<file path="config.mk">
export PLATFORM = sky130hd
export DESIGN_NAME = posit_add_result_buffer
export DESIGN_NICKNAME = d
export VERILOG_FILES = /design/src/rtl/posit_pkg.sv /design/src/rtl/posit_buf_ram.sv /design/src/rtl/posit_add_result_buffer.sv
export SDC_FILE = /design/constraint.sdc
export NUM_CORES = 1
export LEC_CHECK = 0
export BUFFER_PORTS_ARGS = -buffer_cell sky130_fd_sc_hd__buf_2
export CAP_MARGIN = 25
export CELL_PAD_IN_SITES_DETAIL_PLACEMENT = 1
export CELL_PAD_IN_SITES_GLOBAL_PLACEMENT = 2
export CORE_MARGIN = 1
export CORE_UTILIZATION = 42
export DETAILED_ROUTE_END_ITERATION = 8
export PLACE_DENSITY_LB_ADDON = 0.08
export SKIP_CTS_REPAIR_TIMING = 1
export SLEW_MARGIN = 20
export SYNTH_ARGS = -nofsm -noshare
export SYNTH_HDL_FRONTEND = slang
export SYNTH_HIERARCHICAL = 1
export SYNTH_SLANG_ARGS = --single-unit
</file>
<file path="constraint.sdc">
create_clock -name aclk -period 2.35 [get_ports aclk]
set_input_delay 0.47 -clock aclk [delete_from_list [all_inputs] [get_ports aclk]]
set_output_delay 0.47 -clock aclk [all_outputs]
set_load 0.01 [all_outputs]
</file>
<file path="src/rtl/posit_pkg.sv">
// Shared posit adder constants and the buffered result word layout.
package posit_pkg;

    localparam int POSIT_N       = 8;
    localparam int POSIT_ADD_LAT = 7;

    typedef struct packed {
        logic               inf;
        logic               zero;
        logic [POSIT_N-1:0] result;
    } posit_res_t;

    function automatic posit_res_t mk_res(
        input logic               inf,
        input logic               zero,
        input logic [POSIT_N-1:0] result
    );
        posit_res_t r;
        r.inf    = inf;
        r.zero   = zero;
        r.result = result;
        return r;
    endfunction

endpackage

</file>
<file path="src/rtl/posit_buf_ram.sv">
// Simple dual-port result storage, one write port and one registered read port.
module posit_buf_ram #(
    parameter int W     = 10,
    parameter int DEPTH = 16,
    parameter int AW    = $clog2(DEPTH)
) (
    input  logic          aclk,
    input  logic          we,
    input  logic [AW-1:0] waddr,
    input  logic [W-1:0]  wdata,
    input  logic          re,
    input  logic [AW-1:0] raddr,
    output logic [W-1:0]  rdata
);

    logic [W-1:0] mem [DEPTH];

    always_ff @(posedge aclk) begin
        if (we) begin
            mem[waddr] <= wdata;
        end
        if (re) begin
            rdata <= mem[raddr];
        end
    end

endmodule

</file>
<file path="src/rtl/posit_add_result_buffer.sv">
// Result FIFO behind the posit adder with issue credit tracking.
// Optional flag counters are enabled with POSIT_BUF_STATS_EN.
module posit_add_result_buffer
    import posit_pkg::*;
#(
    parameter int N     = POSIT_N,
    parameter int DEPTH = 16,
    parameter int LAT   = POSIT_ADD_LAT
) (
    input  logic                       aclk,
    input  logic                       aresetn,
    input  logic                       issue,
    output logic                       issue_ok,
    input  logic                       add_done,
    input  logic [N-1:0]               add_result,
    input  logic                       add_inf,
    input  logic                       add_zero,
    output logic                       m_valid,
    input  logic                       m_ready,
    output logic [N+1:0]               m_data,
    output logic                       ovf_err,
`ifdef POSIT_BUF_STATS_EN
    output logic [15:0]                inf_cnt,
    output logic [15:0]                zero_cnt,
`endif
    output logic [$clog2(DEPTH):0]     level
);

    localparam int AW = $clog2(DEPTH);
    localparam int LW = AW + 1;

    if (DEPTH < 2 || (DEPTH & (DEPTH - 1)) != 0 || LAT < 1) begin : g_bad_cfg
        $error("posit_add_result_buffer: DEPTH must be a power of two >= 2, LAT >= 1");
    end

    logic [AW-1:0] wr_ptr;
    logic [AW-1:0] rd_ptr;
    logic [LW-1:0] inflight;
    logic [LW-1:0] pending;
    logic [LW:0]   committed;
    logic          full;
    logic          pop;
    logic          wr_en;
    logic          load;

    assign full      = (level == LW'(DEPTH));
    assign pop       = m_valid & m_ready;
    assign wr_en     = add_done & (~full | pop);
    // words stored in the RAM that are not yet in the output register
    assign pending   = level - LW'(m_valid);
    assign load      = (pending != '0) & (~m_valid | pop);
    assign committed = {1'b0, level} + {1'b0, inflight};
    assign issue_ok  = (committed < (LW + 1)'(DEPTH));

    posit_buf_ram #(
        .W     (N + 2),
        .DEPTH (DEPTH)
    ) u_ram (
        .aclk  (aclk),
        .we    (wr_en),
        .waddr (wr_ptr),
        .wdata ({add_inf, add_zero, add_result}),
        .re    (load),
        .raddr (rd_ptr),
        .rdata (m_data)
    );

    always_ff @(posedge aclk) begin
        if (!aresetn) begin
            wr_ptr   <= '0;
            rd_ptr   <= '0;
            level    <= '0;
            m_valid  <= 1'b0;
            ovf_err  <= 1'b0;
            inflight <= '0;
        end else begin
            if (wr_en) begin
                wr_ptr <= wr_ptr + AW'(1);
            end
            if (load) begin
                rd_ptr <= rd_ptr + AW'(1);
            end
            level <= level + LW'(wr_en) - LW'(pop);
            if (load) begin
                m_valid <= 1'b1;
            end else if (pop) begin
                m_valid <= 1'b0;
            end
            if (add_done && full && !pop) begin
                ovf_err <= 1'b1;
            end
            unique case (1'b1)
                issue && !add_done: begin
                    if (inflight != '1) begin
                        inflight <= inflight + LW'(1);
                    end
                end
                add_done && !issue: begin
                    if (inflight != '0) begin
                        inflight <= inflight - LW'(1);
                    end
                end
                default: begin
                end
            endcase
        end
    end

`ifdef POSIT_BUF_STATS_EN
    always_ff @(posedge aclk) begin
        if (!aresetn) begin
            inf_cnt  <= '0;
            zero_cnt <= '0;
        end else if (wr_en) begin
            inf_cnt  <= inf_cnt + 16'(add_inf);
            zero_cnt <= zero_cnt + 16'(add_zero);
        end
    end
`endif

endmodule

</file>
==> qor.csv, run 1 <==
metric,value,unit
status,"finished, violations left",
unrepaired setup endpoints after global routing,true,
placed instance area,8650,µm²
pwr dens,1040,nW/µm²
Synthesized Nets,460,
net load switching power,2.87,mW
ANT cells,0,
largest net degree at the start of global routing,37,
Initial Utilization,0.431,
Main synth FF type,edfxtp_1,
Die Ht,138,µm
Leak,3.26,nW
DRT Pass-1 Iters,4,
Final WS setup,-0.0143,ns
DRT Wirelength,17100,µm
Vias,4097,
cell area after synthesis,7760,µm²
Max-cap violations,0,
CP Launch Type,flop,
IO Count,33,
GR Util All Layers,0.197,
total power,9.70,mW
clk sinks,190,
cells after synthesis,423,
Combinational Power Share,0.277,
row count,49,
CP Data Required Time,2.64,ns
"commonest non-fill, non-tap cell in the layout",edfxtp_1,
crit-path leading delay family,simple AND/OR/NAND/NOR gates,
Sequential Power Share,0.430,
global placer's final weighted congestion,0.711,
TritonCTS Buffers,17,
final setup violation count,2,
root buffer cell,clkbuf_16,
Worst-Skew Late Latency,0.43,ns
max-slew violations,0,
Period minus WS final,2.36,ns
Final Hold Viols,0,
core area,18000,µm²
antenna-violating nets left,0,
wire per inst,22.8,µm
fmax,0.423,GHz
post-synthesis async set-or-reset flop share,0,
design area,9340,µm²
CTS tree,done,
Worst-Margin Slew,1.03,ns
CP max stage cell,dfxtp_4,
antenna violations before repair,0,
fraction of layout cells with a size suffix above 1,0.320,
"slowest stage delay, CP",0.35,ns
Clock Skews,0.0149,ns
Area Overhead vs Synth,20.3,%
worst path cell trace,"inv_4, ha_4, nand2_4, nor4_4, nand2b_4, ha_4, inv_4, ha_4, inv_2, fa_2, nor2_1, nor2_1, nor2_1, or3_1, a21oi_1",
VDD IR max,0.627,mV
most frequent cells in the layout,"edfxtp_1, buf_4, buf_2",
first-pass GRT wire length,26200,µm
clock buffer depth,2,
CP Capture Type,flop,
CP Class,reg2reg,
synthesized area per cell,18.4,µm²
Hold Crit Class,in2reg,
number of port buffers,32,
crit path DAT,2.66,ns
period utilisation layout,1.01,
failing checks,setup timing,
Rel. slew slack,0.309,
Die X,138,µm
# H-tree levels,4,
grt total ovfl,0,
CP Max Fanout,2,
Yosys cell types,48,
switching portion of total power,0.295,
DR DRC count,0,
clock share of power,0.293,
Clock Pin Slew Worst Setup and Hold Paths,0.07,ns
Post-synth EDFFs,170,
Initial DRC Count,183,
Seq cells post-synth,190,
Yosys Warn Count,6,
vias in the first global route,4377,
sequential element share of the synthesized area,0.709,
fin nets,546,
vias per std cell,5.46,
die area,19000,µm²
Internal,6.83,mW
Worst Path Buf+Inv,3,
Final HPWL DP,11200,µm
[kinds of logic (layout without fill, tap and decap cells)]
group | Yosys count | in the layout | synth area share
and+or+nand+nor | 81 | 81 | 0.0511
DFF | 190 | 190 | 0.709
xor gates and xnor gates | 12 | 12 | 0.0135
muxes | 43 | 43 | 0.126
adders and majority gates | 22 | 22 | 0.0374
buffers and inverters | 31 | 130 | 0.0198
AOI/OAI and AO/OA | 44 | 44 | 0.0435
[layer usage]
| metal | routed length (µm) | GRT usage |
|---|---|---|
| met3 | 510 | 0.0464 |
| met1 | 7920 | 0.257 |
| met5 | 0 | 0 |
| met2 | 8510 | 0.323 |
| met4 | 196 | 0.0646 |
[through the flow]
step                 util  setup slack, ns  setup TNS (ns)  instances  hold WS [ns]
floorplan               -          0.00174               0        423         0.475
global placement    0.480           -0.135          -0.144        714         0.449
detailed placement  0.480           -0.188          -0.264        714         0.458
CTS                 0.512           -0.354          -0.479        746         0.352
global route        0.518           -0.148          -0.261        751         0.395
finish              0.518          -0.0143         -0.0273        751         0.377
[final cells by class]
type                            instances  area [µm²]
Multi-Input combinational cell        202        2220
Timing Repair Buffer                   81         666
Clock buffer                           17         425
Fill cell                            1685        8680
Clock inverter                         15         153
Sequential cell                       190        5520
Inverter                               17        71.3
Tap cell                              229         287
[worst paths after layout]
check	slack, ns	cells past startpoint	endpoint	start
min	0.38	3	ovf_err$_SDFFE_PN0P_	add_done
max	-0.01	15	level[4]$_SDFF_PN0_	level[2]$_SDFF_PN0_
max reg2reg	-0.01	15	level[4]$_SDFF_PN0_	level[2]$_SDFF_PN0_
min reg2reg	0.47	2	ovf_err$_SDFFE_PN0P_	ovf_err$_SDFFE_PN0P_
[synthesized netlist by cell type, types with 2 or more instances]
cell	n	area share
buf_4	2	0.0019
dfxtp_1	20	0.052
edfxtp_1	170	0.66
and2_1	3	0.0024
xnor2_1	7	0.0079
buf_1	5	0.0024
nor2_1	31	0.015
ha_1	20	0.032
nand2_1	20	0.0097
inv_1	16	0.0077
nand4_1	2	0.0016
clkbuf_1	4	0.0019
mux2i_1	3	0.0039
buf_8	2	0.0039
a21o_1	2	0.0019
nand2b_1	7	0.0056
nor4_1	2	0.0016
nor2b_1	2	0.0016
mux4_1	12	0.041
fa_1	2	0.0052
o21ai_0	2	0.0013
a211oi_1	2	0.0019
nand3_1	2	0.0013
nand3b_1	2	0.0019
xor2_1	5	0.0056
nor3_1	4	0.0026
mux4_2	28	0.081
a22oi_1	20	0.019
a21oi_1	7	0.0045
[worst min-delay path: stages]
cell and delay (ns):
buf_2 0.15, a21oi_1 0.08, nor2_1 0.07
[flip-flops by register name (all words and copies together) (netlist names)]
signal	cells
u_ram/mem	160
rd_ptr	4
wr_ptr	4
m_valid	1
level	5
ovf_err	1
u_ram/rdata	10
inflight	5
[power groups by stage]
stage          clock network [mW]  logic (mW)  registers [mW]
2_1_floorplan                   0        1.62            4.28
3_3_place_gp                    0        2.52            4.24
3_5_place_dp                    0        2.58            4.25
4_1_cts                      2.90        2.59            4.18
5_1_grt                      3.02        2.94            4.20
6_report                     2.84        2.69            4.17
Power figures use the tool's default switching activity.
==> inputs of run 2 (changes only) <==
--- a/config.mk
+++ b/config.mk
@@ -10,12 +10,11 @@
 export CELL_PAD_IN_SITES_DETAIL_PLACEMENT = 1
 export CELL_PAD_IN_SITES_GLOBAL_PLACEMENT = 2
 export CORE_MARGIN = 1
-export CORE_UTILIZATION = 42
+export CORE_UTILIZATION = 43
 export DETAILED_ROUTE_END_ITERATION = 8
 export PLACE_DENSITY_LB_ADDON = 0.08
 export SKIP_CTS_REPAIR_TIMING = 1
 export SLEW_MARGIN = 20
 export SYNTH_ARGS = -nofsm -noshare
 export SYNTH_HDL_FRONTEND = slang
-export SYNTH_HIERARCHICAL = 1
 export SYNTH_SLANG_ARGS = --single-unit
==> qor.csv, run 2 <==
metric,value,unit,change
Die Ht,136,µm,-1.3%
Worst-Margin Slew,0.550,ns,-0.484 ns
Synth Area in XOR/XNOR,0.0102,,-0.00335
vias per std cell,5.47,,+0.27%
wire per inst,23.3,µm,+2.0%
placed instance area,8660,µm²,about the same
ANT cells,0,,unchanged
number of port buffers,32,,unchanged
"commonest non-fill, non-tap cell in the layout",edfxtp_1,,
Yosys Warn Count,0,,-6
GR Util All Layers,0.204,,+0.00731
Die X,136,µm,-1.3%
multiplexer share of the synthesized area,0.148,,+0.0225
cell area after synthesis,7740,µm²,-0.37%
post-synthesis async set-or-reset flop share,0,,unchanged
Final Hold Viols,0,,unchanged
pre-CTS setup slack,-0.444,ns,-0.256 ns
CP Data Required Time,2.67,ns,+0.03 ns
Final WS setup,-0.275,ns,-0.261 ns
period utilisation layout,1.12,,+0.111
total power,9.78,mW,+0.90%
vias in the first global route,4302,,-1.7%
DRT Pass-1 Iters,4,,unchanged
Yosys cell types,44,,-8.3%
antenna-violating nets left,0,,unchanged
Synthesized Nets,443,,-3.7%
design area,9390,µm²,+0.47%
IO Count,33,,unchanged
clock buffer depth,2,,unchanged
TritonCTS Buffers,17,,unchanged
largest registers,"u_ram.mem (160), u_ram.rdata (10)",,
crit path DAT,2.95,ns,+0.29 ns
final hold slack,0.401,ns,+0.0237 ns
antenna violations before repair,0,,unchanged
Final HPWL DP,11700,µm,+3.9%
sequential element share of the synthesized area,0.712,,+0.00264
Main synth FF type,edfxtp_1,,
Simple-Gate Fraction of Synth Area,0.0442,,-0.00693
Period minus WS final,2.63,ns,+0.261 ns
pwr dens,1040,nW/µm²,+0.43%
DRT Wirelength,17200,µm,+0.20%
CP Class,reg2reg,,
most frequent cells in the layout,"edfxtp_1, buf_4, mux4_2",,
top post-synthesis cells by count,"edfxtp_1, mux4_2, nor2_1, ha_1, dfxtp_1",,
global placer's final weighted congestion,0.738,,+3.8%
fmax,0.381,GHz,-9.9%
# H-tree levels,4,,unchanged
Top reg by flops,u_ram.mem,,
Initial Utilization,0.444,,+0.0134
unrepaired setup endpoints after global routing,true,,
max reg flops,160,,unchanged
Rel. slew slack,0.629,,+0.319
CTS tree,done,,
row count,48,,-2.0%
Initial DRC Count,241,,+32%
Post-synth EDFFs,170,,unchanged
DR DRC count,0,,unchanged
VDD IR max,0.612,mV,-2.4%
CP Max Fanout,2,,unchanged
Worst-Skew Late Latency,0.43,ns,about the same
Clock Skews,0.0134,ns,-0.00157 ns
Placed Instances,699,,-2.1%
Vias,4037,,-1.5%
core area,17400,µm²,-3.4%
fraction of layout cells with a size suffix above 1,0.400,,+0.0797
grt total ovfl,0,,unchanged
status,"finished, violations left",,
Hold Crit Class,in2reg,,
Clock Pin Slew Worst Setup and Hold Paths,0.07,ns,about the same
CP Launch Type,flop,,
area fraction in compound gates after synthesis,0.0251,,-0.0184
clk sinks,190,,unchanged
largest net degree at the start of global routing,25,,-32%
synthesized area per cell,19.2,µm²,+4.6%
Seq cells post-synth,190,,unchanged
final setup violation count,3,,+1
cells after synthesis,403,,-4.7%
fin nets,540,,-1.1%
main combinational cell family by area after synthesis,multiplexers,,
max-slew violations,0,,unchanged
CP Capture Type,flop,,
root buffer cell,clkbuf_16,,
first-pass GRT wire length,26100,µm,-0.10%
Area Overhead vs Synth,21.3,%,
failing checks,setup timing,,
top-count cell post-synth,edfxtp_1,,
die area,18500,µm²,-2.6%
"non-filler cells, final",738,,-1.7%
Post-Synth Adder-Cell Area,0.0424,,+0.00499
main area contributors after synthesis,"edfxtp_1, mux4_2, dfxtp_1",,
Max-cap violations,0,,unchanged
post-synth top area share,0.660,,+0.00245
Leak,3.24,nW,-0.51%
cell taking the most area after synthesis,edfxtp_1,,
## run 2: metrics by stage
step	TNS, ns	utilization
global route	-0.788	0.539
CTS	-0.781	0.532
global placement	-1.13	0.497
floorplan	-0.395	-
detailed placement	-0.797	0.497
finish	-0.493	0.539
## run 2: kinds of logic after synthesis
family,Yosys count
buf+inv,32
simple gates,67
compound gates,28
xor+xnor,9
mux,52
flops,190
fa+ha+maj,25
## run 2: layer usage
metal / GRT usage / vias up / part of all wire
met5: 0 / - / 0
met4: 0.0630 / 0 / 0.013
li1: - / 1805 / -
met3: 0.0365 / 18 / 0.026
met2: 0.352 / 61 / 0.53
met1: 0.262 / 2153 / 0.44
## run 2: final timing paths
kind                        startpoint              endpoint  slack, ns  depth (start not counted)
setup / recovery   level[3]$_SDFF_PN0_   level[4]$_SDFF_PN0_      -0.28                         13
hold / removal                 m_ready  m_valid$_SDFFE_PN0P_       0.40                          3
hold reg to reg   ovf_err$_SDFFE_PN0P_  ovf_err$_SDFFE_PN0P_       0.48                          1
setup reg to reg   level[3]$_SDFF_PN0_   level[4]$_SDFF_PN0_      -0.28                         13
## run 2: power by group
group	switching, mW	leakage (nW)	internal [mW]
combinational	1.34	1.24	1.41
sequential	0.115	1.71	4.00
clock	1.23	0.293	1.68
total	2.69	3.24	7.09
## run 2: area by class of cell
cell class                      count  area [µm²]
Fill cell                        1596        8030
Sequential cell                   190        5520
Multi-Input combinational cell    181        2220
Timing Repair Buffer               94         707
Clock buffer                       19         433
Tap cell                          225         282
Clock inverter                     13         164
Inverter                           16        68.8
## run 2: critical path: stages, from the launching register on
cell and delay, ns:
dfxtp_4 0.35, inv_4 0.06, ha_4 0.13, nand2_2 0.05, or4_4 0.50, nand2_4 0.09, ha_4 0.12, inv_2 0.04
ha_4 0.15, fa_2 0.35, a21oi_2 0.14, nor2_1 0.07, or3_1 0.33, and3_1 0.16
